$ cat src/rtl/ipe_init_loader_pkg.sv
// Shared IPE definitions: register offsets, lock bit, signature, loader status codes and FSM states.
package ipe_init_loader_pkg;

    localparam logic [15:0] IPE_OFS_IPC0  = 16'd2;
    localparam logic [15:0] IPE_OFS_SEGB2 = 16'd4;
    localparam logic [15:0] IPE_OFS_SEGB1 = 16'd6;
    localparam int unsigned IPE_LOCK_BIT  = 7;
    localparam logic [15:0] IPE_SIG_VALUE = 16'hAAAA;

    typedef enum logic [1:0] {
        LDR_ST_BUSY    = 2'b00,
        LDR_ST_LOADED  = 2'b01,
        LDR_ST_NOSIG   = 2'b10,
        LDR_ST_INVALID = 2'b11
    } ldr_status_e;

    typedef enum logic [4:0] {
        SIG_REQ   = 5'd0,
        SIG_CAP   = 5'd1,
        PTR_REQ   = 5'd2,
        PTR_CAP   = 5'd3,
        IPC0_REQ  = 5'd4,
        IPC0_CAP  = 5'd5,
        SEGB2_REQ = 5'd6,
        SEGB2_CAP = 5'd7,
        SEGB1_REQ = 5'd8,
        SEGB1_CAP = 5'd9,
        CHK_REQ   = 5'd10,
        CHK_CAP   = 5'd11,
        CHECK     = 5'd12,
        WR_SEGB2  = 5'd13,
        WR_SEGB1  = 5'd14,
        WR_IPC0   = 5'd15,
        FIN       = 5'd16
    } ldr_state_e;

    // Peripheral word address of an IPE register.
    function automatic logic [13:0] ipe_word_addr(input logic [14:0] base, input logic [15:0] ofs);
        return 14'(({1'b0, base} + ofs) >> 1);
    endfunction

    // Structure must be word aligned and fit entirely in [pmin, pmax]; 17-bit compare avoids wrap.
    function automatic logic ptr_is_valid(input logic [15:0] ptr, input logic [15:0] pmin,
                                          input logic [15:0] pmax);
        logic [16:0] p17;
        p17 = {1'b0, ptr};
        return (ptr[0] == 1'b0) && (p17 >= {1'b0, pmin}) && (p17 <= ({1'b0, pmax} - 17'd8));
    endfunction

endpackage

$ cat src/rtl/ipe_init_loader_if.sv
// Loader bus: program-memory read port plus private peripheral-bus master port.
interface ipe_init_loader_if;
    logic        ldr_mem_req;
    logic [15:0] ldr_mem_addr;
    logic [15:0] ldr_mem_dout;
    logic        ldr_per_en;
    logic [13:0] ldr_per_addr;
    logic [15:0] ldr_per_din;
    logic [1:0]  ldr_per_we;

    modport master (
        output ldr_mem_req, ldr_mem_addr,
        input  ldr_mem_dout,
        output ldr_per_en, ldr_per_addr, ldr_per_din, ldr_per_we
    );

    modport slave (
        input  ldr_mem_req, ldr_mem_addr,
        output ldr_mem_dout,
        input  ldr_per_en, ldr_per_addr, ldr_per_din, ldr_per_we
    );
endinterface

$ cat src/rtl/ipe_init_check.sv
// Combinational validation of a captured IPE init structure.
module ipe_init_check (
    input  logic [15:0] ipc0_i,
    input  logic [15:0] segb2_i,
    input  logic [15:0] segb1_i,
    input  logic [15:0] chk_i,
    output logic        check_ok_o
);
    logic sum_ok_s;
    logic seg_ok_s;

    assign sum_ok_s   = (chk_i == ~(ipc0_i ^ segb2_i ^ segb1_i));
    assign seg_ok_s   = (segb1_i[12:0] < segb2_i[12:0]);
    assign check_ok_o = sum_ok_s & seg_ok_s;
endmodule

$ cat src/rtl/ipe_init_loader.sv
// Boot sequencer: reads the IPE init structure after every PUC and programs the IPE registers, IPC0 last.
module ipe_init_loader
    import ipe_init_loader_pkg::*;
#(
    parameter logic [15:0] SIG_ADDR  = 16'hFF88,
    parameter logic [15:0] SIG_VALUE = IPE_SIG_VALUE,
    parameter logic [15:0] PTR_MIN   = 16'hC000,
    parameter logic [15:0] PTR_MAX   = 16'hFF80,
    parameter logic [14:0] IPE_BASE  = 15'h05A8
) (
    input  logic                      mclk,
    input  logic                      puc_rst,
    ipe_init_loader_if.master         bus,
    output logic                      ldr_cpu_hold,
    output logic                      ldr_done,
    output logic [1:0]                ldr_status,
    output logic                      ldr_err_nmi
);
    ldr_state_e  state_q, state_d;
    ldr_status_e status_q, status_d;
    logic [15:0] ptr_q, ipc0_q, segb2_q, segb1_q, chk_q;
    logic        done_q, hold_q, nmi_q;
    logic        per_en_q, per_en_d;
    logic [13:0] per_addr_q, per_addr_d;
    logic [15:0] per_din_q, per_din_d;
    logic [1:0]  per_we_q;
    logic        req_s;
    logic [15:0] addr_s;
    logic        check_ok_s;

    ipe_init_check u_check (
        .ipc0_i     (ipc0_q),
        .segb2_i    (segb2_q),
        .segb1_i    (segb1_q),
        .chk_i      (chk_q),
        .check_ok_o (check_ok_s)
    );

    // Next-state and completion status
    always_comb begin
        state_d  = state_q;
        status_d = status_q;
        case (state_q)
            SIG_REQ:   state_d = SIG_CAP;
            SIG_CAP: begin
                if (bus.ldr_mem_dout != SIG_VALUE) begin
                    state_d  = FIN;
                    status_d = LDR_ST_NOSIG;
                end else begin
                    state_d = PTR_REQ;
                end
            end
            PTR_REQ:   state_d = PTR_CAP;
            PTR_CAP: begin
                if (!ptr_is_valid(bus.ldr_mem_dout, PTR_MIN, PTR_MAX)) begin
                    state_d  = FIN;
                    status_d = LDR_ST_INVALID;
                end else begin
                    state_d = IPC0_REQ;
                end
            end
            IPC0_REQ:  state_d = IPC0_CAP;
            IPC0_CAP:  state_d = SEGB2_REQ;
            SEGB2_REQ: state_d = SEGB2_CAP;
            SEGB2_CAP: state_d = SEGB1_REQ;
            SEGB1_REQ: state_d = SEGB1_CAP;
            SEGB1_CAP: state_d = CHK_REQ;
            CHK_REQ:   state_d = CHK_CAP;
            CHK_CAP:   state_d = CHECK;
            CHECK: begin
                if (check_ok_s) begin
                    state_d = WR_SEGB2;
                end else begin
                    state_d  = FIN;
                    status_d = LDR_ST_INVALID;
                end
            end
            WR_SEGB2:  state_d = WR_SEGB1;
            WR_SEGB1:  state_d = WR_IPC0;
            WR_IPC0: begin
                state_d  = FIN;
                status_d = LDR_ST_LOADED;
            end
            FIN:       state_d = FIN;
            default:   state_d = SIG_REQ;
        endcase
    end

    // Program-memory read port, decoded from the current state
    always_comb begin
        req_s  = 1'b0;
        addr_s = 16'h0000;
        case (state_q)
            SIG_REQ:   begin req_s = 1'b1; addr_s = SIG_ADDR;          end
            PTR_REQ:   begin req_s = 1'b1; addr_s = SIG_ADDR + 16'd2;  end
            IPC0_REQ:  begin req_s = 1'b1; addr_s = ptr_q;             end
            SEGB2_REQ: begin req_s = 1'b1; addr_s = ptr_q + 16'd2;     end
            SEGB1_REQ: begin req_s = 1'b1; addr_s = ptr_q + 16'd4;     end
            CHK_REQ:   begin req_s = 1'b1; addr_s = ptr_q + 16'd6;     end
            default:   begin req_s = 1'b0; addr_s = 16'h0000;          end
        endcase
    end

    assign bus.ldr_mem_req  = req_s & ~puc_rst;
    assign bus.ldr_mem_addr = puc_rst ? 16'h0000 : addr_s;

    // Peripheral write for the state being entered, so the bus is registered
    always_comb begin
        per_en_d   = 1'b0;
        per_addr_d = 14'h0000;
        per_din_d  = 16'h0000;
        case (state_d)
            WR_SEGB2: begin
                per_en_d   = 1'b1;
                per_addr_d = ipe_word_addr(IPE_BASE, IPE_OFS_SEGB2);
                per_din_d  = {3'b000, segb2_q[12:0]};
            end
            WR_SEGB1: begin
                per_en_d   = 1'b1;
                per_addr_d = ipe_word_addr(IPE_BASE, IPE_OFS_SEGB1);
                per_din_d  = {3'b000, segb1_q[12:0]};
            end
            WR_IPC0: begin
                per_en_d   = 1'b1;
                per_addr_d = ipe_word_addr(IPE_BASE, IPE_OFS_IPC0);
                per_din_d  = ipc0_q | (16'h0001 << IPE_LOCK_BIT);
            end
            default: begin
                per_en_d   = 1'b0;
                per_addr_d = 14'h0000;
                per_din_d  = 16'h0000;
            end
        endcase
    end

    // State, capture and output registers
    always_ff @(posedge mclk or posedge puc_rst) begin
        if (puc_rst) begin
            state_q    <= SIG_REQ;
            status_q   <= LDR_ST_BUSY;
            ptr_q      <= 16'h0000;
            ipc0_q     <= 16'h0000;
            segb2_q    <= 16'h0000;
            segb1_q    <= 16'h0000;
            chk_q      <= 16'h0000;
            done_q     <= 1'b0;
            hold_q     <= 1'b1;
            nmi_q      <= 1'b0;
            per_en_q   <= 1'b0;
            per_addr_q <= 14'h0000;
            per_din_q  <= 16'h0000;
            per_we_q   <= 2'b00;
        end else begin
            state_q    <= state_d;
            status_q   <= status_d;
            per_en_q   <= per_en_d;
            per_addr_q <= per_addr_d;
            per_din_q  <= per_din_d;
            per_we_q   <= per_en_d ? 2'b11 : 2'b00;
            nmi_q      <= (state_d == FIN) && (state_q != FIN) && (status_d == LDR_ST_INVALID);
            if (state_d == FIN) begin
                done_q <= 1'b1;
                hold_q <= 1'b0;
            end
            case (state_q)
                PTR_CAP:   ptr_q   <= bus.ldr_mem_dout;
                IPC0_CAP:  ipc0_q  <= bus.ldr_mem_dout;
                SEGB2_CAP: segb2_q <= bus.ldr_mem_dout;
                SEGB1_CAP: segb1_q <= bus.ldr_mem_dout;
                CHK_CAP:   chk_q   <= bus.ldr_mem_dout;
                default:   ;
            endcase
        end
    end

    assign bus.ldr_per_en   = per_en_q;
    assign bus.ldr_per_addr = per_addr_q;
    assign bus.ldr_per_din  = per_din_q;
    assign bus.ldr_per_we   = per_we_q;
    assign ldr_cpu_hold     = hold_q;
    assign ldr_done         = done_q;
    assign ldr_status       = status_q;
    assign ldr_err_nmi      = nmi_q;

endmodule

$ cat src/flat_wrapper.sv
// flat-port wrapper written by rule: the top's interface ports become plain ports
module ipe_init_loader_flat import ipe_init_loader_pkg::*;
#(
    parameter logic [15:0] SIG_ADDR  = 16'hFF88,
    parameter logic [15:0] SIG_VALUE = IPE_SIG_VALUE,
    parameter logic [15:0] PTR_MIN   = 16'hC000,
    parameter logic [15:0] PTR_MAX   = 16'hFF80,
    parameter logic [14:0] IPE_BASE  = 15'h05A8
)
  (mclk, puc_rst, ldr_cpu_hold, ldr_done, ldr_status, ldr_err_nmi, bus_ldr_mem_req, bus_ldr_mem_addr, bus_ldr_mem_dout, bus_ldr_per_en, bus_ldr_per_addr, bus_ldr_per_din, bus_ldr_per_we);
  ipe_init_loader_if bus_i ();
  input  logic mclk;
  input  logic puc_rst;
  output logic ldr_cpu_hold;
  output logic ldr_done;
  output logic [1:0] ldr_status;
  output logic ldr_err_nmi;
  output wire logic [$bits(bus_i.ldr_mem_req)-1:0] bus_ldr_mem_req;
  output wire logic [$bits(bus_i.ldr_mem_addr)-1:0] bus_ldr_mem_addr;
  input wire logic [$bits(bus_i.ldr_mem_dout)-1:0] bus_ldr_mem_dout;
  output wire logic [$bits(bus_i.ldr_per_en)-1:0] bus_ldr_per_en;
  output wire logic [$bits(bus_i.ldr_per_addr)-1:0] bus_ldr_per_addr;
  output wire logic [$bits(bus_i.ldr_per_din)-1:0] bus_ldr_per_din;
  output wire logic [$bits(bus_i.ldr_per_we)-1:0] bus_ldr_per_we;
  assign bus_ldr_mem_req = bus_i.ldr_mem_req;
  assign bus_ldr_mem_addr = bus_i.ldr_mem_addr;
  assign bus_i.ldr_mem_dout = bus_ldr_mem_dout;
  assign bus_ldr_per_en = bus_i.ldr_per_en;
  assign bus_ldr_per_addr = bus_i.ldr_per_addr;
  assign bus_ldr_per_din = bus_i.ldr_per_din;
  assign bus_ldr_per_we = bus_i.ldr_per_we;
  ipe_init_loader #(.SIG_ADDR(SIG_ADDR), .SIG_VALUE(SIG_VALUE), .PTR_MIN(PTR_MIN), .PTR_MAX(PTR_MAX), .IPE_BASE(IPE_BASE)) u_core (.mclk(mclk), .puc_rst(puc_rst), .bus(bus_i), .ldr_cpu_hold(ldr_cpu_hold), .ldr_done(ldr_done), .ldr_status(ldr_status), .ldr_err_nmi(ldr_err_nmi));
endmodule
$ cat config.mk
export PLATFORM = sky130hd
export DESIGN_NAME = ipe_init_loader_flat
export DESIGN_NICKNAME = d
export VERILOG_FILES = /design/src/rtl/ipe_init_loader_pkg.sv /design/src/rtl/ipe_init_loader_if.sv /design/src/rtl/ipe_init_check.sv /design/src/rtl/ipe_init_loader.sv /design/src/flat_wrapper.sv
export SDC_FILE = /design/constraint.sdc
export NUM_CORES = 1
export LEC_CHECK = 0
export CORE_AREA = 2 2 104 106
export DETAILED_ROUTE_END_ITERATION = 8
export DIE_AREA = 0 0 106 108
export PLACE_DENSITY = 0.84
export SYNTH_ARGS = -nofsm -noshare
export SYNTH_HDL_FRONTEND = slang
export SYNTH_SLANG_ARGS = --single-unit
$ cat constraint.sdc
create_clock -name mclk -period 10.1 [get_ports mclk]
set_input_delay 1.515 -clock mclk [delete_from_list [all_inputs] [get_ports mclk]]
set_output_delay 1.515 -clock mclk [all_outputs]
set_load 0.05 [all_outputs]
==> impl_results.md <==
- Status: complete, no violations
- Die X: ~110 µm
- #FFs+latches synth: 110
- Initial antenna violation count: 0
- Largest stage delay, worst path: a little over 800 ps
- WP data arrival: approximately 4100 ps
- Final #Nets: around 660
- Tightest Pin Transition: approximately 1100 ps
- Largest cells by area after synthesis: dfrtp_1 45%, mux2_2 14%, xnor2_1 7.2%
- CTS resizes: 0
- Final Hold Viols: 0
- Clk pin slew, worst setup/hold paths: around 110 ps
- Starting Density: roughly 60%
- Core ar.: 10200 µm²
- Placed wire-length estimate: about 9.7 mm
- Peak supply drop: 0.0932 mV
- Crit. End Element: output pin
- Via count: between 4000 and 5000
- Vias in the first global route: 4474
- Syn_area_per_cell: between 10 and 15 µm²
- Pin count of the biggest net entering global routing: 60
- Req. time, crit path: around 8600 ps
- Setup Fix Bufs, Post-CTS: 0
- CTS sink count: 110
- DR WL/cell: ~18 µm
- DRT Pass-1 Iters: 5
- Root Buffer: clkbuf_8
- Vias/cell: roughly 6
- Sequential area share after synthesis: a little under half
- Top FF cell, synth: dfrtp_1
- Max-cap violations: 0
- Antenna diode count: 0
- First-pass GRT wire length: 22.8 mm
- Multi-input logic area: approximately 3100 µm²
- Post-synth EDFFs: 0
- Crit path max fanout: 16
- Area growth syn-to-layout: 14.9%
- Total routed wirelength: ~14 mm
- Rows: 37
- Min-Delay Path Class: register to register
- TritonCTS Buffers: 9
- CTS Hold Bufs: 0
- P per Cell Area: 140 nW/µm²
- DRC Markers: 0
- Startpoint types: register
- Register area: 2750 µm²
- DIE AREA: approximately 11000 µm²
- GRT Overall Usage: about a quarter
- Ports: 73
- CTS Buffer Depth: 2
- Setup CP Type: register to output pin
- Crit-path cells: or3b_2 -> nor2_1 -> fa_1 -> nand3_1 -> or4_1 -> or2_1 -> nor3_1 -> a21oi_1 -> a21oi_1 -> clkdlybuf4s50_1
- Fillers: ~790
- Clock skew: 12.7 ps
- Final antenna-violating net count: 0
- Cells after Synth: between 500 and 600
- Routability Congestion: 0.859
- Drt first-iter violations: 332
- Post-Syn Area: 6110 µm²
- Maximum clock frequency: between 0.15 and 0.2 GHz
- Lkg Pwr: between 3 and 4 nW
- Worst-Skew Late Latency: 390 ps
- Setup repair after global routing missed its margin: no
- TritonCTS clock tree: done
- Final worst path period share: a little under three fifths
- Max_slew headroom: about a quarter
- CP max stage cell: clkdlybuf4s50_1
- Die height: about 110 µm
- Global route overflow: 0
- Commonest non-fill, non-tap cells in the layout: 109 x dfrtp_1, 78 x mux2_2, 65 x clkdlybuf4s50_1
- Count of cell types in the netlist: 62
- PortBufs: between 60 and 70
- Cell mode on critical path: a21oi_1
- Post-synth top area share: approximately 45%
- Max Slew Vio Count: 0
- # setup viols final: 0
- YS warnings: 0
- Min Clock Period, post-route: between 5000 and 6000 ps
- Most common cell after layout, fill and taps aside: dfrtp_1
- Share of layout cells above drive strength 1: between 15 and 20%
- Post-synth ARST share: 100%
- Setup TNS: 0 ps
- Worst hold margin: 481 ps
- Most area-hungry cell type in the Yosys netlist: dfrtp_1
- H-tree depth: 3
[flip-flops by register name, summed over array words and instances (netlist names)]
register,count
u_core.bus.ldr_per_addr,3
u_core.bus.ldr_per_din,16
u_core.bus.ldr_per_we,1
u_core.chk_q,16
u_core.ipc0_q,16
u_core.ldr_cpu_hold,1
u_core.ldr_done,1
u_core.ldr_err_nmi,1
u_core.ldr_status,2
u_core.ptr_q,16
u_core.segb1_q,16
u_core.segb2_q,16
u_core.state_q,5
[final timing paths]
path                                      from              endpoint  slack [ps]  cells past startpoint
setup reg to reg             u_core.state_q[4]     u_core.segb2_q[7]        7530                      3
max in group asynchronous              puc_rst     u_core.segb1_q[8]        7340                      3
hold reg to reg            u_core.ldr_cpu_hold   u_core.ldr_cpu_hold         480                      1
hold / removal             u_core.ldr_cpu_hold   u_core.ldr_cpu_hold         480                      1
min in group asynchronous              puc_rst     u_core.state_q[0]        1580                      2
setup / recovery             u_core.state_q[4]  bus_ldr_mem_addr[15]        4440                     10
[logic make-up (layout without fill, tap and decap cells)]
logic type | after synthesis | count (layout) | synth area share (%)
AO/OA/AOI/OAI | 118 | 118 | 13.1
XOR/XNOR | 58 | 58 | 8.32
adder cells (fa/ha/maj) | 15 | 15 | 3.20
buffers and inverters | 56 | 106 | 4.63
flip-flops | 110 | 110 | 45.1
multiplexers | 78 | 78 | 14.4
other | 1 | 7 | 0.0614
AND/OR/NAND/NOR | 136 | 136 | 11.2
[report_power, final]
| group | leakage (nW) | internal (mW) | switching [mW] |
|---|---|---|---|
| logic | 1.57 | 0.0755 | 0.131 |
| registers | 1.36 | 0.457 | 0.0278 |
| clock network | 0.113 | 0.124 | 0.170 |
| total | 3.05 | 0.656 | 0.329 |
[area by class of cell]
type,count,area share (%)
clock buffers,9,1.77
clock inverters,7,1.50
inverters,20,1.11
multi-input cells,412,44.2
flip-flops and latches,110,39.2
well taps,136,2.42
repair buffers,70,9.81
[stage by stage]
step                power [mW]  instances  instance area, µm²  util, %  worst slack [ps]
floorplan                0.635        578                6130        -              5400
global placement         0.691        748                6790     66.4              4980
finish                   0.985        764                7020     68.6              4440
detailed placement       0.697        748                6790     66.4              4870
CTS                      0.989        764                7020     68.6              4470
global route              1.03        764                7020     68.6              4270
[worst max-delay path: cells and delay by family (launching register included)]
family | cells | cell delay (ps)
buffers and inverters | 1 | 820
AND/OR/NAND/NOR | 6 | 1900
flip-flops | 1 | 570
AO/OA/AOI/OAI | 2 | 210
adder cells (fa/ha/maj) | 1 | 250
[per-layer routing]
layer | part of all wire [%] | vias up | routed length, µm | GRT usage (%)
met5 | 0 | - | 0 | 0
met4 | 2.0 | 0 | 278 | 10.1
met3 | 4.2 | 25 | 580 | 3.44
met2 | 48 | 141 | 6680 | 41.7
met1 | 46 | 2290 | 6370 | 35.0
li1 | - | 2133 | - | -
[cells in the mapped netlist, types with 5 or more instances]
cell and number:
a22o_1 12, xor2_1 8, inv_1 20, nor4_1 5, nor2_1 28, ha_1 14
a21oi_1 35, xnor2_1 50, nand3_1 15, a21o_1 16, mux2_2 78, and3_1 5
o21ai_0 21, clkbuf_1 16, buf_4 13, a31oi_1 6, nand2_1 36, dfrtp_1 109
nor3_1 12
(Power assumes the default switching activity.)
